### src/rtl/inst_fetch_unit_if.sv
`default_nettype none
// ============================================================================
// Module      : inst_fetch_unit_if
// Description : Bundle of the fetch-stage signals. It carries the redirect
//               input, the instruction-SRAM read port and the fetch->decode
//               valid/ready handshake.
//               master : the fetch unit (drives the SRAM request and decode side)
//               slave  : environment (redirect source, SRAM, decode stage)
// Ports       : redirect_valid/redirect_pc  - load a new fetch PC, flush queue
//               inst_sram_en/addr/rdata     - 1-cycle latency SRAM read port
//               if_valid/if_pc/if_inst      - queue head presented to decode
//               id_ready                    - decode accepts the head
// Revision    : 1.0 - initial release
// ============================================================================
interface inst_fetch_unit_if #(
  parameter int ADDR_W = 32,
  parameter int INST_W = 32
) ();
  logic              redirect_valid;
  logic [ADDR_W-1:0] redirect_pc;
  logic              inst_sram_en;
  logic [ADDR_W-1:0] inst_sram_addr;
  logic [INST_W-1:0] inst_sram_rdata;
  logic              if_valid;
  logic [ADDR_W-1:0] if_pc;
  logic [INST_W-1:0] if_inst;
  logic              id_ready;

  modport master (
    input  redirect_valid, redirect_pc, inst_sram_rdata, id_ready,
    output inst_sram_en, inst_sram_addr, if_valid, if_pc, if_inst
  );

  modport slave (
    output redirect_valid, redirect_pc, inst_sram_rdata, id_ready,
    input  inst_sram_en, inst_sram_addr, if_valid, if_pc, if_inst
  );
endinterface
`default_nettype wire

### src/rtl/inst_fetch_unit.sv
`default_nettype none
// ============================================================================
// Module      : inst_fetch_unit
// Description : Instruction-fetch stage. Issues word-aligned reads to an
//               instruction SRAM with 1-cycle read latency, buffers returned
//               instructions together with their PCs in a FQ_DEPTH-entry
//               queue, and presents the queue head to decode via valid/ready.
//               A redirect flushes the queue, drops any in-flight response and
//               reloads the fetch PC.
// Ports       : clk  - clock, all state on the rising edge
//               rst  - asynchronous, active-high reset
//               bus  - inst_fetch_unit_if.master (redirect, SRAM, decode)
// Revision    : 1.0 - initial release
// ============================================================================
module inst_fetch_unit #(
  parameter int                ADDR_W   = 32,
  parameter int                INST_W   = 32,
  parameter logic [ADDR_W-1:0] RESET_PC = '0,
  parameter int                FQ_DEPTH = 2
) (
  input wire                clk,
  input wire                rst,
  inst_fetch_unit_if.master bus
);

  localparam int PTR_W = $clog2(FQ_DEPTH);
  localparam int CNT_W = $clog2(FQ_DEPTH + 1);

  localparam logic [ADDR_W-1:0] c_pc_step    = ADDR_W'(4);
  localparam logic [ADDR_W-1:0] c_align_mask = ADDR_W'(3);
  localparam logic [PTR_W-1:0]  c_ptr_one    = PTR_W'(1);
  localparam logic [CNT_W-1:0]  c_cnt_one    = CNT_W'(1);
  localparam logic [CNT_W:0]    c_depth      = (CNT_W + 1)'(FQ_DEPTH);

  localparam logic [0:0] S_IDLE = 1'b0;
  localparam logic [0:0] S_RUN  = 1'b1;

  logic [0:0]        r_state;
  logic [0:0]        w_state_next;

  logic [ADDR_W-1:0] r_fetch_pc;
  logic [ADDR_W-1:0] r_req_pc;        // PC of the request whose data arrives this cycle
  logic              r_resp_pending;

  logic [ADDR_W-1:0] r_q_pc   [FQ_DEPTH];
  logic [INST_W-1:0] r_q_inst [FQ_DEPTH];
  logic [PTR_W-1:0]  r_rd_ptr;
  logic [PTR_W-1:0]  r_wr_ptr;
  logic [CNT_W-1:0]  r_count;

  logic              w_head_valid;
  logic              w_pop;
  logic              w_push;
  logic              w_issue;
  logic [CNT_W:0]    w_occupancy;
  logic [ADDR_W-1:0] w_redirect_target;

  // --------------------------------------------------------------------------
  // FSM: state register
  // --------------------------------------------------------------------------
  always_ff @(posedge clk or posedge rst) begin
    if (rst) begin
      r_state <= S_IDLE;
    end else begin
      r_state <= w_state_next;
    end
  end

  // --------------------------------------------------------------------------
  // FSM: next state (IDLE only lasts until the first edge out of reset)
  // --------------------------------------------------------------------------
  always_comb begin
    w_state_next = r_state;
    case (r_state)
      S_IDLE:  w_state_next = S_RUN;
      S_RUN:   w_state_next = S_RUN;
      default: w_state_next = S_IDLE;
    endcase
  end

  // --------------------------------------------------------------------------
  // FSM: outputs and issue/handshake decisions
  // --------------------------------------------------------------------------
  always_comb begin
    w_head_valid = (r_count != '0);
    w_pop        = w_head_valid && bus.id_ready && !bus.redirect_valid;
    w_push       = r_resp_pending && !bus.redirect_valid;
    // Entries that will be held after this edge if no new request is made.
    // A pop implies r_count >= 1, so this never underflows.
    w_occupancy  = {1'b0, r_count}
                 + {{CNT_W{1'b0}}, r_resp_pending}
                 - {{CNT_W{1'b0}}, w_pop};
    w_issue      = (r_state == S_RUN) && !bus.redirect_valid && (w_occupancy < c_depth);

    bus.inst_sram_en   = w_issue;
    bus.inst_sram_addr = r_fetch_pc;
    bus.if_valid       = w_head_valid && !bus.redirect_valid;
    bus.if_pc          = r_q_pc[r_rd_ptr];
    bus.if_inst        = r_q_inst[r_rd_ptr];
  end

  assign w_redirect_target = bus.redirect_pc & ~c_align_mask;

  // --------------------------------------------------------------------------
  // Fetch PC, response tracking and queue control
  // --------------------------------------------------------------------------
  always_ff @(posedge clk or posedge rst) begin
    if (rst) begin
      r_fetch_pc     <= RESET_PC;
      r_req_pc       <= RESET_PC;
      r_resp_pending <= 1'b0;
      r_rd_ptr       <= '0;
      r_wr_ptr       <= '0;
      r_count        <= '0;
    end else if (bus.redirect_valid) begin
      // Redirect wins over everything: flush and drop the in-flight response.
      r_fetch_pc     <= w_redirect_target;
      r_resp_pending <= 1'b0;
      r_rd_ptr       <= '0;
      r_wr_ptr       <= '0;
      r_count        <= '0;
    end else begin
      r_resp_pending <= w_issue;
      if (w_issue) begin
        r_req_pc   <= r_fetch_pc;
        r_fetch_pc <= r_fetch_pc + c_pc_step;   // wraps modulo 2^ADDR_W
      end
      if (w_pop) begin
        r_rd_ptr <= r_rd_ptr + c_ptr_one;
      end
      if (w_push) begin
        r_wr_ptr <= r_wr_ptr + c_ptr_one;
      end
      case ({w_push, w_pop})
        2'b10:   r_count <= r_count + c_cnt_one;
        2'b01:   r_count <= r_count - c_cnt_one;
        default: r_count <= r_count;
      endcase
    end
  end

  // Queue storage: contents are only observed through a valid head, so no reset.
  always_ff @(posedge clk) begin
    if (w_push) begin
      r_q_pc[r_wr_ptr]   <= r_req_pc;
      r_q_inst[r_wr_ptr] <= bus.inst_sram_rdata;
    end
  end

endmodule
`default_nettype wire

### src/flat_wrapper.sv
// flat-port wrapper written by rule: the top's interface ports become plain ports
module inst_fetch_unit_flat 
#(
  parameter int                ADDR_W   = 32,
  parameter int                INST_W   = 32,
  parameter logic [ADDR_W-1:0] RESET_PC = '0,
  parameter int                FQ_DEPTH = 2
)
  (clk, rst, bus_redirect_valid, bus_redirect_pc, bus_inst_sram_rdata, bus_id_ready, bus_inst_sram_en, bus_inst_sram_addr, bus_if_valid, bus_if_pc, bus_if_inst);
  inst_fetch_unit_if #(.ADDR_W(ADDR_W), .INST_W(INST_W)) bus_i ();
  input wire clk;
  input wire rst;
  input wire logic [$bits(bus_i.redirect_valid)-1:0] bus_redirect_valid;
  input wire logic [$bits(bus_i.redirect_pc)-1:0] bus_redirect_pc;
  input wire logic [$bits(bus_i.inst_sram_rdata)-1:0] bus_inst_sram_rdata;
  input wire logic [$bits(bus_i.id_ready)-1:0] bus_id_ready;
  output wire logic [$bits(bus_i.inst_sram_en)-1:0] bus_inst_sram_en;
  output wire logic [$bits(bus_i.inst_sram_addr)-1:0] bus_inst_sram_addr;
  output wire logic [$bits(bus_i.if_valid)-1:0] bus_if_valid;
  output wire logic [$bits(bus_i.if_pc)-1:0] bus_if_pc;
  output wire logic [$bits(bus_i.if_inst)-1:0] bus_if_inst;
  assign bus_i.redirect_valid = bus_redirect_valid;
  assign bus_i.redirect_pc = bus_redirect_pc;
  assign bus_i.inst_sram_rdata = bus_inst_sram_rdata;
  assign bus_i.id_ready = bus_id_ready;
  assign bus_inst_sram_en = bus_i.inst_sram_en;
  assign bus_inst_sram_addr = bus_i.inst_sram_addr;
  assign bus_if_valid = bus_i.if_valid;
  assign bus_if_pc = bus_i.if_pc;
  assign bus_if_inst = bus_i.if_inst;
  inst_fetch_unit #(.ADDR_W(ADDR_W), .INST_W(INST_W), .RESET_PC(RESET_PC), .FQ_DEPTH(FQ_DEPTH)) u_core (.clk(clk), .rst(rst), .bus(bus_i));
endmodule
### config.mk
export PLATFORM = sky130hd
export DESIGN_NAME = inst_fetch_unit_flat
export DESIGN_NICKNAME = d
export VERILOG_FILES = /design/src/rtl/inst_fetch_unit_if.sv /design/src/rtl/inst_fetch_unit.sv /design/src/flat_wrapper.sv
export SDC_FILE = /design/constraint.sdc
export NUM_CORES = 1
export LEC_CHECK = 0
export CAP_MARGIN = 20
export CORE_MARGIN = 2
export CORE_UTILIZATION = 45
export DETAILED_ROUTE_END_ITERATION = 10
export PLACE_DENSITY = 0.75
export SLEW_MARGIN = 15
export SYNTH_ARGS = -nofsm -noshare
export SYNTH_HDL_FRONTEND = slang
export SYNTH_SLANG_ARGS = --single-unit
export TNS_END_PERCENT = 100
### constraint.sdc
create_clock -name clk -period 5.55 [get_ports clk]
set_clock_uncertainty 0.15 [all_clocks]
set_input_delay 1.11 -clock clk [delete_from_list [all_inputs] [get_ports clk]]
set_output_delay 1.11 -clock clk [all_outputs]
set_load 0.01 [all_outputs]
==> results by group, run 1 <==
Status
  • Status: completed

Logic synthesis
  • Cells after synthesis: 587
  • Syn Area/Cell: 13.5 sq um
  • Count of state elements after synthesis: 190
  • Ys Warns: 0
  • Seq/Total Area, Yosys: 0.679
  • EDFF count, synth: 124
  • Main synth FF type: edfxtp_1
  • Async SR Flop Fraction: 0.347
  • Count of cell types in the netlist: 50
  • Mapped cell area: 7920 sq um

Detailed routing
  • Via/cell ratio: 5.54
  • Total number of vias: 5426
  • DR iter-0 viols: 393
  • Routed WL per cell: 18.1 um
  • Final wirelength: 17700 um
  • DR pass1 iterations: 5
  • Routed Antenna Nets: 0
  • Remaining DRCs: 0

Place
  • Post-DP Area: 9720 sq um
  • Global placement routability congestion: 0.901
  • HPWL Detailed: 11800 um
  • IO Port Bufs: 159

STA
  • Worst slew pin tran: 1.11 ns
  • Final min period: 5.01 ns
  • Final Cycle Share: 0.902
  • Max Slew Vio Count: 0
  • Final setup viols: 0
  • RSZ-0062 raised after global routing: no
  • Max_slew headroom: 0.256
  • Final hold violations: 0
  • Setup_tns: 0 ns
  • Max Freq: 0.200 GHz

Critical path
  • R2r endpoint: u_core.bus.inst_sram_addr[26]
  • Endpoint type of the worst setup path: primary output
  • Worst path arrival time: 3.75 ns
  • Reg2Reg Setup Slack: 1.77 ns
  • Crit start category: primary input
  • Worst Path Required: 4.29 ns
  • Worst r2r src: u_core.r_count[1]
  • Cell count of the worst reg-to-reg path: 11
  • WS Path Type: primary input to primary output
  • Worst-path fanout max: 6

Hold path
  • Hold Crit Start: u_core.r_req_pc[8]
  • Hold path cells: 0
  • Hold Path Class: flip-flop to flip-flop
  • Hold endpoint: u_core.r_q_pc[0][8]

Clocking
  • TritonCTS Sinks: 190
  • # hold bufs at CTS: 0
  • # Post-CTS Setup Buffers: 0
  • Clock latency at the later pin of the worst-skew pair: 0.43 ns
  • H-tree depth: 4
  • Clk buf depth: 2
  • CTS Buf Count: 17
  • CTS tree: built
  • Resized cells post-CTS: 0
  • Reg clk slew, reported paths: 0.07 ns
  • CTS root buf: clkbuf_16

Cells and area
  • Design Area, Final: 10300 sq um
  • # nets final: 812
  • Share of layout cells above drive strength 1: 0.147
  • Area grow syn2layout: 30.5%
  • Antenna cells: 0
  • Core Util, Final: 0.599
  • Commonest non-fill, non-tap cell in the layout: clkdlybuf4s50_1
  • Most frequent cells in the layout: 158 x clkdlybuf4s50_1, 124 x edfxtp_1, 113 x nand2_1, 65 x dfrtp_1, 62 x mux2_2

Global routing
  • Congestion Overflow GR: 0
  • Vias in the first global route: 5524
  • Total track usage: 0.195
  • First-pass GRT wire length: 28000 um
  • Initial antenna violation count: 0
  • Pin count of the biggest net entering global routing: 63

Floorplanning
  • Starting Density: 0.459
  • Die ar.: 18700 sq um
  • Ports: 166
  • Die height: 137 um
  • Row cnt: 48
  • Die Width: 137 um
  • Core Region: 17200 sq um

Power and ir drop
  • PwrDens: 326 nW/um^2
  • Tot Pwr: 0.00336 W
  • Maximum VDD drop: 0.229 mV
  • Leak Pwr: 3.80 nW

Job
  • Max Cap Viol: 0
layout make-up:
class,instances,area [sq um]
fill,1339,6910
tap,225,282
inverter,9,33.8
clock buffer,17,425
multi-input combinational,357,2390
timing repair buffer,166,1640
clock inverter,15,178
sequential,190,5380
registers in the layout (all words and copies together), names as in the netlist:
register / flops
u_core.r_q_inst: 64
u_core.r_q_pc: 60
u_core.bus.inst_sram_addr: 30
u_core.r_req_pc: 30
u_core.r_count: 2
u_core.r_rd_ptr: 1
u_core.r_resp_pending: 1
u_core.r_state: 1
u_core.r_wr_ptr: 1
worst max-delay path by stage:
stage	endpoint	cells past startpoint	from	slack, ns
after floorplan	bus_inst_sram_en	12	bus_redirect_valid	0.46
after global placement	bus_inst_sram_en	9	bus_id_ready	0.59
after detailed placement	bus_inst_sram_en	9	bus_id_ready	0.56
after CTS	bus_inst_sram_en	9	bus_id_ready	0.56
after global routing	bus_inst_sram_en	9	bus_id_ready	0.39
final	bus_inst_sram_en	9	bus_id_ready	0.54
cell usage after synthesis, types with 7 or more instances:
library cell	instances	area, sq um
o311ai_0	8	70.1
inv_1	9	33.8
nand2_1	113	424
a22oi_1	8	60.1
nor3_1	10	50.1
o311ai_1	7	61.3
a21oi_1	7	35.0
o21ai_0	7	35.0
clkbuf_1	21	78.8
dfrtp_1	66	1650
mux2_2	62	698
o211ai_1	10	75.1
a31oi_1	7	43.8
and2_1	9	56.3
nor2_1	9	33.8
buf_1	9	33.8
nand3_1	21	105
edfxtp_1	124	3720
through the flow:
step           std cells  setup slack (ns)  hold slack (ns)
6_report             979             0.543            0.327
5_1_grt              979             0.389            0.336
4_1_cts              979             0.556            0.325
3_5_place_dp         947             0.558            0.309
3_3_place_gp         947             0.586            0.302
2_1_floorplan        590             0.462            0.292
worst max-delay path: stages:
cell	delay (ns)
clkdlybuf4s50_1	0.49
and2_1	0.18
ha_1	0.26
nand2b_1	0.16
fa_1	0.42
xnor2_1	0.31
nand3_2	0.20
inv_1	0.09
clkdlybuf4s50_1	0.53
routing by layer:
layer,up-vias,part of all wire,global-route usage
met4,0,0.017,0.0602
li1,2512,-,-
met5,-,0,0
met1,2660,0.42,0.252
met2,231,0.49,0.323
met3,23,0.074,0.0507
cells by family (layout without fill, tap and decap cells):
kind of cell	after synthesis	count (layout)	synth area share
compound gates	70	70	0.0656
xor+xnor	6	6	0.00664
fa+ha+maj	3	3	0.00569
buf+inv	43	207	0.0223
flops	190	190	0.679
mux	67	67	0.0951
other cells	2	5	0.000949
simple gates	206	206	0.125
report_power, final:
| part | switching, W | total [W] | internal [W] |
|---|---|---|---|
| Clock | 0.000549 | 0.00123 | 0.000681 |
| Combinational | 0.000186 | 0.000402 | 0.000215 |
| Sequential | 0.000100 | 0.00173 | 0.00163 |
Note: power is estimated with default switching activity, not from simulation.
==> run 2: changes to the inputs <==
Settings changed: CORE_UTILIZATION 45 to 46, HOLD_SLACK_MARGIN set to 0.1, PLACE_DENSITY 0.75 to 0.76.
==> run 2 against run 1 <==
Against the previous run:
- cell count decreased by 0.10%
- sequential cell count unchanged
- sequential power is essentially flat
- setup slack improved by 0.0060 ns
- critical endpoint unchanged
- largest cell class unchanged
- clock power rose by 5%
- wire length grew 1.5%
- non-clock buffer count grew 4
- register-to-register slack gained 0.08 ns
==> results by group, run 2 (synthesis gave the netlist of run 1 again) <==
Status
  • Status: completed

STA
  • Worst slew pin tran: 1.04 ns (-0.0658 ns)
  • Max Slew Vio Count: 0 (unchanged)
  • Setup_tns: 0 ns (unchanged)
  • Final Cycle Share: 0.901 (-0.00109)
  • Max Freq: 0.200 GHz (+0.12%)
  • Final hold violations: 0 (unchanged)
  • Final setup viols: 0 (unchanged)
  • Final min period: 5.00 ns (-0.00604 ns)
  • RSZ-0062 raised after global routing: no
  • Max_slew headroom: 0.307 (+0.0506)

Critical path
  • Crit-path cells: clkdlybuf4s50_1 -> nor2_1 -> and2_1 -> ha_1 -> nand2b_1 -> fa_1 -> xnor2_1 -> nand3_2 -> inv_1 -> clkdlybuf4s50_1
  • Largest stage delay on the critical path: 0.53 ns (about the same)
  • Cell repeated most along the worst path: clkdlybuf4s50_1
  • Crit start category: primary input
  • Worst-path fanout max: 3 (-3)
  • WS Path Type: primary input to primary output
  • Cell count of the worst reg-to-reg path: 11 (unchanged)
  • Worst path arrival time: 3.74 ns (about the same)
  • Crit path from: bus_redirect_valid
  • Endpoint type of the worst setup path: primary output
  • Worst Path Required: 4.29 ns (about the same)
  • Crit-path slowest cell: clkdlybuf4s50_1
  • Worst r2r src: u_core.r_count[1]

Cells and area
  • Area grow syn2layout: 31.2%
  • Commonest non-fill, non-tap cell in the layout: clkdlybuf4s50_1
  • Biggest regs: u_core.r_q_inst: 64 flops, u_core.r_q_pc: 60 flops
  • Largest register FFs: 64 (unchanged)
  • Antenna cells: 0 (unchanged)
  • Largest Register: u_core.r_q_inst
  • Core Util, Final: 0.622 (+0.0230)
  • Final Non-Filler Cells: 978 (-0.10%)
  • Most frequent cells in the layout: 159 x clkdlybuf4s50_1, 124 x edfxtp_1, 113 x nand2_1, 65 x dfrtp_1, 62 x mux2_2
  • Share of layout cells above drive strength 1: 0.149 (+0.00186)
  • Design Area, Final: 10400 sq um (+0.61%)
  • # nets final: 816 (+0.49%)
  • # fillers: 1247 (-6.9%)

Hold path
  • Hold Path Class: flip-flop to flip-flop
  • Hold Crit Start: u_core.r_req_pc[14]
  • Hold path cells: 0 (unchanged)

Clocking
  • # Post-CTS Setup Buffers: 0 (unchanged)
  • # hold bufs at CTS: 0 (unchanged)
  • Resized cells post-CTS: 0 (unchanged)
  • Reg clk slew, reported paths: 0.06 ns (about the same)
  • CTS root buf: clkbuf_16
  • CTS tree: built
  • CTS Buf Count: 17 (unchanged)
  • Clock latency at the later pin of the worst-skew pair: 0.42 ns (about the same)
  • H-tree depth: 4 (unchanged)
  • TritonCTS Sinks: 190 (unchanged)
  • Clk buf depth: 2 (unchanged)

Detailed routing
  • Routed WL per cell: 18.4 um (+1.6%)
  • Final wirelength: 18000 um (+1.5%)
  • DR pass1 iterations: 5 (unchanged)
  • Remaining DRCs: 0 (unchanged)
  • Via/cell ratio: 5.55 (+0.14%)
  • DR iter-0 viols: 386 (-1.8%)
  • Routed Antenna Nets: 0 (unchanged)
  • Total number of vias: 5428 (+0.037%)

Floorplanning
  • Die ar.: 18300 sq um (-2.1%)
  • Core Region: 16700 sq um (-3.1%)
  • Die Width: 135 um (-1.1%)
  • Starting Density: 0.474 (+0.0147)
  • Row cnt: 47 (-2.1%)
  • Die height: 135 um (-1.1%)
  • Ports: 166 (unchanged)

Power and ir drop
  • Tot Pwr: 0.00343 W (+1.8%)
  • Leak Pwr: 3.84 nW (+1.1%)
  • PwrDens: 330 nW/um^2 (+1.2%)
  • Maximum VDD drop: 0.250 mV (+9.3%)

Place
  • Placed cell count: 945 (-0.21%)
  • Global placement routability congestion: 0.927 (+2.8%)
  • Post-DP Area: 9750 sq um (+0.22%)
  • HPWL Detailed: 12000 um (+2.1%)
  • IO Port Bufs: 159 (unchanged)

Global routing
  • Total track usage: 0.202 (+0.00753)
  • Vias in the first global route: 5472 (-0.94%)
  • First-pass GRT wire length: 28400 um (+1.5%)
  • Initial antenna violation count: 0 (unchanged)
  • Pin count of the biggest net entering global routing: 63 (unchanged)
  • Congestion Overflow GR: 0 (unchanged)

Job
  • Max Cap Viol: 0 (unchanged)
==> run 2: cell count changes in the layout (fill, tap and decap cells not counted), sizes merged <==
cell and delta:
clkdlybuf4s50 +1, clkinvlp -1, buf +2, clkbuf +5, clkinv -3
==> run 2: power breakdown <==
group          leakage [nW]  total, W  switching (W)  internal (W)
Sequential             1.95   0.00173       0.000102       0.00163
Clock                 0.317   0.00129       0.000531      0.000756
Combinational          1.57  0.000404       0.000187      0.000217
==> run 2: stage by stage <==
| step | hold slack (ns) | worst slack, ns |
|---|---|---|
| finish | 0.320 | 0.549 |
| global route | 0.336 | 0.453 |
| CTS | 0.323 | 0.538 |
| detailed placement | 0.307 | 0.541 |
| global placement | 0.300 | 0.558 |
| floorplan | 0.292 | 0.462 |
==> run 2: final timing paths <==
check / to / slack [ns]
worst max register to register: u_core.bus.inst_sram_addr[26] / 1.85
min in group asynchronous: u_core.r_req_pc[11] / 1.04
worst min-delay path: u_core.r_q_pc[1][14] / 0.32
worst min register to register: u_core.r_q_pc[1][14] / 0.32
worst max-delay path: bus_inst_sram_en / 0.55
max in group asynchronous: u_core.r_rd_ptr / 3.31
==> run 2: final cells by class <==
type | instances | area [sq um] | area share
sequential | 190 | 5380 | 0.517
multi-input combinational | 357 | 2390 | 0.230
timing repair buffer | 170 | 1670 | 0.161
clock buffer | 21 | 504 | 0.0485
tap | 220 | 275 | 0.0265
clock inverter | 11 | 135 | 0.0130
inverter | 9 | 33.8 | 0.00325
==> run 2: routing by layer <==
layer	track usage	wire length, um	share of wire
met5	0	0	0
met4	0.0810	358	0.020
met3	0.0385	1210	0.067
met2	0.331	8760	0.49
met1	0.269	7680	0.43
==> run 2: critical path, delay by kind of cell <==
kind          cells  cell delay [ns]
buf+inv           3             1.09
simple gates      4             0.57
xor+xnor          1             0.30
fa+ha+maj         2             0.67
